## src/rtl/lsu_ctrl.sv

```systemverilog
// lsu_ctrl: load/store responder between the decode path and a
// word-addressed data memory with req/ack handshake and ack timeout.
module lsu_ctrl #(
   parameter int AWIDTH  = 32,
   parameter int DWIDTH  = 32,
   parameter int TIMEOUT = 16
) (
   input  logic              clk,
   input  logic              rst_n,
   input  logic              req_valid_i,
   output logic              req_ready_o,
   input  logic              memren_i,
   input  logic              memwren_i,
   input  logic [2:0]        funct3_i,
   input  logic [AWIDTH-1:0] addr_i,
   input  logic [DWIDTH-1:0] wdata_i,
   output logic              resp_valid_o,
   output logic [DWIDTH-1:0] rdata_o,
   output logic              err_o,
   output logic              busy_o,
   output logic              mem_req_o,
   output logic              mem_we_o,
   output logic [AWIDTH-1:0] mem_addr_o,
   output logic [3:0]        mem_be_o,
   output logic [DWIDTH-1:0] mem_wdata_o,
   input  logic              mem_ack_i,
   input  logic [DWIDTH-1:0] mem_rdata_i
);

   localparam int CW = $clog2(TIMEOUT + 1);

   typedef enum logic [1:0] {IDLE, BUSY, RESP} state_t;

   state_t              state_q, state_d;
   logic                we_q, we_d;
   logic [2:0]          f3_q, f3_d;
   logic [AWIDTH-1:0]   addr_q, addr_d;
   logic [3:0]          be_q, be_d;
   logic [DWIDTH-1:0]   wdata_q, wdata_d;
   logic                err_q, err_d;
   logic [DWIDTH-1:0]   rdata_q, rdata_d;
   logic [CW-1:0]       cnt_q, cnt_d;

   logic                is_ld, is_st, f3_ok, mis, ok;
   logic [3:0]          be_in;
   logic [DWIDTH-1:0]   wd_in;
   logic [DWIDTH-1:0]   sh, ld_ext;

   // Request legality, byte enables and lane-replicated store data.
   always_comb begin
      is_ld = memren_i & ~memwren_i;
      is_st = memwren_i & ~memren_i;
      f3_ok = 1'b0;
      case (funct3_i)
         3'b000, 3'b001, 3'b010: f3_ok = is_ld | is_st;
         3'b100, 3'b101:         f3_ok = is_ld;
         default:                f3_ok = 1'b0;
      endcase
      mis = ((funct3_i[1:0] == 2'b01) & addr_i[0])
          | ((funct3_i[1:0] == 2'b10) & (addr_i[1:0] != 2'b00));
      ok = f3_ok & ~mis;
      be_in = 4'b1111;
      wd_in = wdata_i;
      if (is_st) begin
         case (funct3_i[1:0])
            2'b00: begin
               be_in = 4'b0001 << addr_i[1:0];
               wd_in = {(DWIDTH/8){wdata_i[7:0]}};
            end
            2'b01: begin
               be_in = addr_i[1] ? 4'b1100 : 4'b0011;
               wd_in = {(DWIDTH/16){wdata_i[15:0]}};
            end
            default: begin
               be_in = 4'b1111;
               wd_in = wdata_i;
            end
         endcase
      end
   end

   // Align the returned word to the addressed lane and extend it.
   always_comb begin
      sh = mem_rdata_i >> {addr_q[1:0], 3'b000};
      case (f3_q)
         3'b000:  ld_ext = {{(DWIDTH-8){sh[7]}}, sh[7:0]};
         3'b001:  ld_ext = {{(DWIDTH-16){sh[15]}}, sh[15:0]};
         3'b100:  ld_ext = {{(DWIDTH-8){1'b0}}, sh[7:0]};
         3'b101:  ld_ext = {{(DWIDTH-16){1'b0}}, sh[15:0]};
         default: ld_ext = sh;
      endcase
   end

   // Next-state: accept, wait for ack or timeout, one-cycle response.
   always_comb begin
      state_d = state_q;
      we_d    = we_q;
      f3_d    = f3_q;
      addr_d  = addr_q;
      be_d    = be_q;
      wdata_d = wdata_q;
      err_d   = err_q;
      rdata_d = rdata_q;
      cnt_d   = cnt_q;
      case (state_q)
         IDLE: begin
            if (req_valid_i) begin
               we_d    = memwren_i;
               f3_d    = funct3_i;
               addr_d  = addr_i;
               be_d    = be_in;
               wdata_d = wd_in;
               err_d   = ~ok;
               rdata_d = '0;
               cnt_d   = '0;
               state_d = ok ? BUSY : RESP;
            end
         end
         BUSY: begin
            if (mem_ack_i) begin
               state_d = RESP;
               err_d   = 1'b0;
               if (!we_q) rdata_d = ld_ext;
            end else if (cnt_q == CW'(TIMEOUT - 1)) begin
               state_d = RESP;
               err_d   = 1'b1;
            end else begin
               cnt_d = cnt_q + CW'(1);
            end
         end
         RESP:    state_d = IDLE;
         default: state_d = IDLE;
      endcase
   end

   // State and request registers.
   always_ff @(posedge clk or negedge rst_n) begin
      if (!rst_n) begin
         state_q <= IDLE;
         we_q    <= 1'b0;
         f3_q    <= '0;
         addr_q  <= '0;
         be_q    <= '0;
         wdata_q <= '0;
         err_q   <= 1'b0;
         rdata_q <= '0;
         cnt_q   <= '0;
      end else begin
         state_q <= state_d;
         we_q    <= we_d;
         f3_q    <= f3_d;
         addr_q  <= addr_d;
         be_q    <= be_d;
         wdata_q <= wdata_d;
         err_q   <= err_d;
         rdata_q <= rdata_d;
         cnt_q   <= cnt_d;
      end
   end

   // Outputs are decoded from state so reset clears them at once.
   always_comb begin
      req_ready_o  = (state_q == IDLE);
      busy_o       = (state_q != IDLE);
      resp_valid_o = (state_q == RESP);
      err_o        = resp_valid_o & err_q;
      rdata_o      = resp_valid_o ? rdata_q : '0;
      mem_req_o    = (state_q == BUSY);
      mem_we_o     = mem_req_o & we_q;
      mem_addr_o   = mem_req_o ? {addr_q[AWIDTH-1:2], 2'b00} : '0;
      mem_be_o     = mem_req_o ? be_q : 4'b0000;
      mem_wdata_o  = mem_req_o ? wdata_q : '0;
   end

endmodule

```

## config.mk

```make
export PLATFORM = sky130hd
export DESIGN_NAME = lsu_ctrl
export DESIGN_NICKNAME = d
export VERILOG_FILES = /design/src/rtl/lsu_ctrl.sv
export SDC_FILE = /design/constraint.sdc
export NUM_CORES = 1
export LEC_CHECK = 0
export ABC_AREA = 1
export CAP_MARGIN = 20
export CORE_MARGIN = 1
export CORE_UTILIZATION = 46
export DETAILED_ROUTE_END_ITERATION = 8
export PLACE_DENSITY_LB_ADDON = 0.1
export REMOVE_ABC_BUFFERS = 1
export SETUP_SLACK_MARGIN = 0.5
export SLEW_MARGIN = 0
export SYNTH_ARGS = -nofsm -noshare
export SYNTH_HDL_FRONTEND = slang
export SYNTH_SLANG_ARGS = --single-unit
```

## constraint.sdc

```tcl
create_clock -name clk -period 1.9 [get_ports clk]
set_clock_uncertainty 0.2 [all_clocks]
set_input_delay 0.38 -clock clk [delete_from_list [all_inputs] [get_ports clk]]
set_output_delay 0.38 -clock clk [all_outputs]
set_load 0.02 [all_outputs]
```

==> results of run 1 <==
worst reg2reg max path: stages (launching register included):
cell and delay (ns):
dfrtp_1 0.42, buf_4 0.16, buf_6 0.13, nor2_4 0.16, buf_6 0.14, nand2_8 0.07, buf_6 0.14, nor2_4 0.12
buf_12 0.15, nand2_2 0.07, o211ai_1 0.11
cells by family after synthesis:
family,count (synthesis)
AOI/OAI and AO/OA,160
adders and majority gates,4
buffers and inverters,187
DFF,112
other,1
and+or+nand+nor,389
metal layers:
layer / GRT usage [%] / up-vias / share of wire (%)
li1: - / 3111 / -
met1: 34.43 / 3050 / 41
met2: 44.12 / 253 / 50
met3: 5.598 / 36 / 6.5
met4: 8.703 / 0 / 2.5
met5: 0 / - / 0
final timing paths:
check | start | end | slack (ns) | cells past startpoint
setup reg to reg | state_q[1]$_DFFE_PN0P_ | wdata_q[15]$_DFFE_PN0P_ | -0.04 | 10
hold reg to reg | rdata_q[21]$_DFFE_PN0P_ | rdata_q[21]$_DFFE_PN0P_ | 0.28 | 2
min in group asynchronous | rst_n | rdata_q[4]$_DFFE_PN0P_ | 0.23 | 2
max in group asynchronous | rst_n | state_q[0]$_DFFE_PN0P_ | 0.62 | 3
hold / removal | memwren_i | we_q$_DFFE_PN0P_ | 0.22 | 3
setup / recovery | state_q[0]$_DFFE_PN0P_ | mem_wdata_o[9] | -0.18 | 5
placed cells by master, fill, tap and decap left out, types with 3 or more instances in the layout:
cell type and n:
o21ai_1 32, clkdlybuf4s50_1 101, ha_2 3, a22oi_2 7, buf_6 66, inv_1 125
inv_2 9, nand3_1 25, buf_12 16, a21oi_1 19, o21ai_0 63, nand3_4 3
o211ai_2 7, nor2_4 23, buf_4 84, buf_16 3, nor2_2 39, o211ai_1 9
inv_4 3, dfrtp_1 111, nor2_1 63, nand2_4 4, clkbuf_16 17, a21oi_2 15
o21ai_2 3, nand2_1 212, nand2_2 14
cell usage after synthesis (4+ instances only):
cell and instances:
inv_1 133, o211ai_1 9, dfrtp_1 112, inv_2 4
a21oi_1 25, buf_1 7, o21ai_1 20, buf_2 16
nand3_1 26, a22oi_1 7, o211ai_2 7, nand2_1 227
buf_6 12, a21oi_2 10, clkbuf_1 7, o21ai_0 78
nor2_1 119, ha_1 4, buf_4 7
state kept, by name (all words and copies together) (netlist names):
| name | count |
|---|---|
| we_q | 1 |
| rdata_q | 32 |
| state_q | 2 |
| err_q | 1 |
| be_q | 4 |
| wdata_q | 32 |
| f3_q | 3 |
| addr_q | 32 |
| cnt_q | 5 |
power groups by stage:
stage	Combinational [W]	Clock, W	Sequential, W
2_1_floorplan	0.00121	0	0.00301
3_3_place_gp	0.00227	0	0.00297
3_5_place_dp	0.00230	0	0.00298
4_1_cts	0.00241	0.00197	0.00294
5_1_grt	0.00309	0.00208	0.00300
6_report	0.00284	0.00193	0.00296
metrics by stage:
stage | power (W) | instance area (um2) | util [%] | TNS (ns)
finish | 0.007732 | 9933 | 75.01 | -12.66
global route | 0.008176 | 9933 | 75.01 | -18.45
CTS | 0.007314 | 9056 | 68.39 | -12.34
detailed placement | 0.005282 | 8716 | 65.82 | -28.76
global placement | 0.005233 | 8716 | 65.82 | -25.36
floorplan | 0.004214 | 5926 | - | -97.77
repair_timing:
item                                    in CTS  in global routing
endpoints found under the hold margin       45                  0
gates cloned                                 3                 11
resized for setup                          578                156
endpoints found under the setup margin     216                216
buffers inserted                             1                 15
pin swaps                                   18                 24
hold buffers                                 1                  0
cell type report:
class	count	area (um2)	area share [%]
flip-flops and latches	112	2804	28.23
clock buffers	11	242.7	2.444
inverters	138	529.3	5.328
multi-input cells	556	3038	30.58
repair buffers	283	3043	30.63
clock inverters	5	56.30	0.5668
well taps	176	220.2	2.217
==> flow_summary.ini, run 1 <==
[detailed_routing]
drc = 0
ant_nets = 0
vias = 6450
routed_wl_um = 20540
detail_route.first_pass.iterations = 5
drtIter0Drc = 487
post_drt_via_cell_ratio = 5.035
routedWlPerCell_um = 16.03

[floorplanning]
fp.dieH_um = 118.5
num_rows = 42
io-pin-count = 211
die_width_um = 118.5
die-area_um2 = 14040
core_um2 = 13240
initial_utilization_pct = 47.14

[timing]
setup_viol = 123
worst_slack_ns = -0.1763
rsz0062_at_grt = yes
finalHoldViolations = 0
fin_hold_ws_ns = 0.2195
drv_slew = 0
max_freq_mhz = 481.6
period_needed_ns = 2.076
finalCritPeriodShare_pct = 109.3

[status]
violations = negative setup slack
status = finished with violations

[power_and_ir_drop]
p_switching_w = 0.002695
p_leak_nw = 4.791
seqPwrFrac_pct = 38.3
ir_worst_vdd_uv = 488.8
p_per_area_nw_per_um2 = 778.4
p_clk_share_pct = 25.0
comb_power_share_pct = 36.7
p_int_w = 0.005037
p_sw_share_pct = 34.85

[logic_synthesis]
synth_flop_cell = dfrtp_1
synth-compound-area-share_pct = 15.23
synth.top_cells.by_area = dfrtp_1, nand2_1, inv_1
yosysTopAreaCell = dfrtp_1
synth_fa_ha_area_share_pct = 0.8018
ys_seq_elements = 112
synth-edff-count = 0
yosys-mux-area-fraction_pct = 0
yosysUniqueCellTypes = 32
synthCells = 853
ys_warn_count = 0
synth-xor-area-share_pct = 0
synthSimpleGateAreaFrac_pct = 25.58
synthesis.area_um2 = 6242
synth_top_family_by_area = simple AND/OR/NAND/NOR gates
synth_top_cell_area_share_pct = 44.90
syn_area_per_cell_um2 = 7.318
yosysSeqAreaShare_pct = 44.90
synthArstFlopShare_pct = 100.0

[worst_setup_path]
worstPathArrival_ns = 1.50
critPathBufInv = 3
max_stage_delay_ns = 0.42
crit_type = reg -> out
end_kind = output pin
required_ns = 1.32
slowest_stage = dfrtp_2
path_max_fanout = 8
worstPathCellList = buf_6, nand2_8, buf_4, nor2_1, buf_4
cp_top_family = buffers and inverters
critPathLaunchType = register
path_common_cell = buf_4

[grt]
antenna_found_initial = 0
grt_pass1_wl_um = 29300
groute.usage.overall_pct = 26.51
grt_max_degree = 68
globalRouteOverflowTotal = 0
grt_pass1_vias = 5833

[place]
placed_cells = 1234
port-buffer-count = 208
gp_congestion = 0.8173
hpwl_um = 12280
dp_worst_setup_slack_ns = -0.4227

[cells_and_area]
n_antenna_cell = 0
n_fill_cell = 1032
area_growth_syn_to_layout_pct = 59.13
stdcell_count = 1281
finalNetCount = 1209
drive_gt1_share_pct = 30.32

[hold_path]
hold_path.class = in -> reg

[cts]
htreeDepth = 3
cts_buffers = 9
numClockSinks = 112
cts_buffer_depth = 2
clk_pin_slew_ns = 0.07
clk_latency_ns = 0.35
root_buffer = clkbuf_16
cts_tree = done

[job]
max_cap_violations = 0
Note: power is estimated with default switching activity, not from simulation.
==> inputs of run 2 (changes only) <==
CORE_UTILIZATION = 25   (was 46)
clock period = 2.66 ns   (was 1.9 ns; I/O delays follow)
==> flow_summary.ini, run 2 (synthesis gave the netlist of run 1 again) <==
[cells_and_area]
multi_input_area_um2 = 2668
fin_util_pct = 36.45
finalNetCount = 1165
final_cell_mix = nand2_1, inv_1, buf_4
n_antenna_cell = 0
layout_commonest_cell = nand2_1
n_fill_cell = 2727
fin_area_um2 = 8891
regArea_um2 = 2805
area_growth_syn_to_layout_pct = 42.43
reg_top3 = addr_q (32), rdata_q (32), wdata_q (32)
drive_gt1_share_pct = 18.96

[detailed_routing]
vias = 5866
drc = 0
post_drt_via_cell_ratio = 4.238
routed_wl_um = 20120
drtIter0Drc = 339
detail_route.first_pass.iterations = 4
routedWlPerCell_um = 14.54
ant_nets = 0

[floorplanning]
fp.dieH_um = 160.0
num_rows = 57
initial_utilization_pct = 25.59
core_um2 = 24390
io-pin-count = 211
die-area_um2 = 25600
die_width_um = 160.0

[place]
gp_congestion = 0.7460
dpl_cell_area_um2 = 8666
hpwl_um = 14270
port-buffer-count = 208

[grt]
globalRouteOverflowTotal = 0
grt_pass1_wl_um = 31570
antenna_found_initial = 1
grt_max_degree = 68
grt_pass1_vias = 5809
groute.usage.overall_pct = 15.64

[hold_path]
min_to = rdata_q[25]$_DFFE_PN0P_
hold_path.class = reg -> reg
holdCritStartpoint = rdata_q[25]$_DFFE_PN0P_
min_path_cells = 2

[worst_setup_path]
end_kind = output pin
reg2reg_slack_ns = 0.68
timing.rr.end = rdata_q[17]$_DFFE_PN0P_
path_max_fanout = 6
cp-startpoint = state_q[0]$_DFFE_PN0P_
required_ns = 1.93
r2r_cells = 9
r2r-start = state_q[0]$_DFFE_PN0P_
critPathLaunchType = register
worstPathArrival_ns = 1.48
crit_type = reg -> out

[timing]
setup_viol = 0
rsz0062_at_grt = yes
finalHoldViolations = 0
max_freq_mhz = 452.7
drv_slew = 0
period_needed_ns = 2.209
tightest_slew_ns = 0.6176
relSlewSlack_pct = 58.67
finalCritPeriodShare_pct = 83.05

[cts]
cts_buffer_depth = 2
cts_tree = done
clk_pin_slew_ns = 0.08
clk_latency_ns = 0.35
root_buffer = clkbuf_16
cts_buffers = 9
numClockSinks = 112
htreeDepth = 3

[power_and_ir_drop]
p_int_w = 0.003355
p_leak_nw = 4.382
p_clk_share_pct = 28.1
p_per_area_nw_per_um2 = 576.7
seqPwrFrac_pct = 41.1
comb_power_share_pct = 30.7
p_switching_w = 0.001773
ir_worst_vdd_uv = 248.6
p_sw_share_pct = 34.57

[status]
status = finished, final reports clean

[job]
max_cap_violations = 0
==> run 2: cell count changes in the layout (fill, tap and decap cells not counted), moves of 11 or more <==
cell / previous run / this run
buf_4: 84 / 111
buf_6: 66 / 6
nand2_1: 212 / 226
nand2_2: 14 / 3
nor2_1: 63 / 109
nor2_2: 39 / 11
nor2_4: 23 / 4
o21ai_0: 63 / 78
o21ai_1: 32 / 20
==> run 2: stage by stage <==
stage | TNS [ns] | power [W] | worst slack, ns | cells | hold WS (ns)
after floorplan | -13.51 | 0.003010 | -0.4852 | 805 | 0.03641
after global placement | 0 | 0.003714 | 0.2603 | 1363 | 0.2461
after detailed placement | 0 | 0.003726 | 0.2436 | 1363 | 0.2477
after CTS | 0 | 0.005162 | 0.2801 | 1380 | 0.2854
after global routing | 0 | 0.005480 | 0.3949 | 1384 | 0.3028
final | 0 | 0.005128 | 0.4508 | 1384 | 0.2786
==> run 2: power groups by stage <==
stage | sequential [W] | clock, W | combinational (W)
4_1_cts | 0.00211 | 0.00149 | 0.00156
6_report | 0.00211 | 0.00144 | 0.00158
3_3_place_gp | 0.00214 | 0 | 0.00158
5_1_grt | 0.00215 | 0.00155 | 0.00179
2_1_floorplan | 0.00215 | 0 | 0.000861
3_5_place_dp | 0.00214 | 0 | 0.00159
==> run 2: timing repair <==
| item | 4_1_cts | 5_1_grt |
|---|---|---|
| gates resized for setup | 407 | 119 |
| endpoints found under the setup margin | 103 | 119 |
| hold buffers | 1 | 0 |
| gates cloned | 0 | 3 |
| setup buffers | 1 | 1 |
| pin swaps | 1 | 1 |
| endpoints found under the hold margin | 16 | 0 |
==> run 2: critical path, stage by stage, from the launching register on <==
cell and delay, ns:
dfrtp_2 0.43, buf_6 0.15, nand2_4 0.10, clkbuf_16 0.18, nor2_1 0.11, buf_4 0.16
==> run 2: routing by layer <==
metal | up-vias | global-route usage [%] | wire length (um)
met3 | 12 | 4.571 | 1523
met2 | 163 | 24.78 | 9136
met4 | 0 | 3.810 | 189
met1 | 2661 | 20.84 | 9270
li1 | 3030 | - | -
met5 | - | 0 | 0
==> run 2: worst max-delay path by stage <==
| stage | slack, ns | endpoint | depth (start not counted) |
|---|---|---|---|
| finish | 0.45 | mem_addr_o[31] | 5 |
| global placement | 0.26 | mem_wdata_o[17] | 4 |
| floorplan | -0.49 | be_q[0]$_DFFE_PN0P_ | 5 |
| CTS | 0.28 | mem_wdata_o[17] | 5 |
| global route | 0.39 | rdata_o[29] | 6 |
| detailed placement | 0.24 | mem_wdata_o[17] | 4 |
==> run 2: layout make-up <==
cell class / instances / share of cell area (%)
multi-input combinational: 556 / 30.00
inverter: 138 / 5.896
clock buffer: 10 / 2.688
sequential: 112 / 31.55
timing repair buffer: 239 / 24.58
clock inverter: 5 / 0.7177
tap: 324 / 4.560
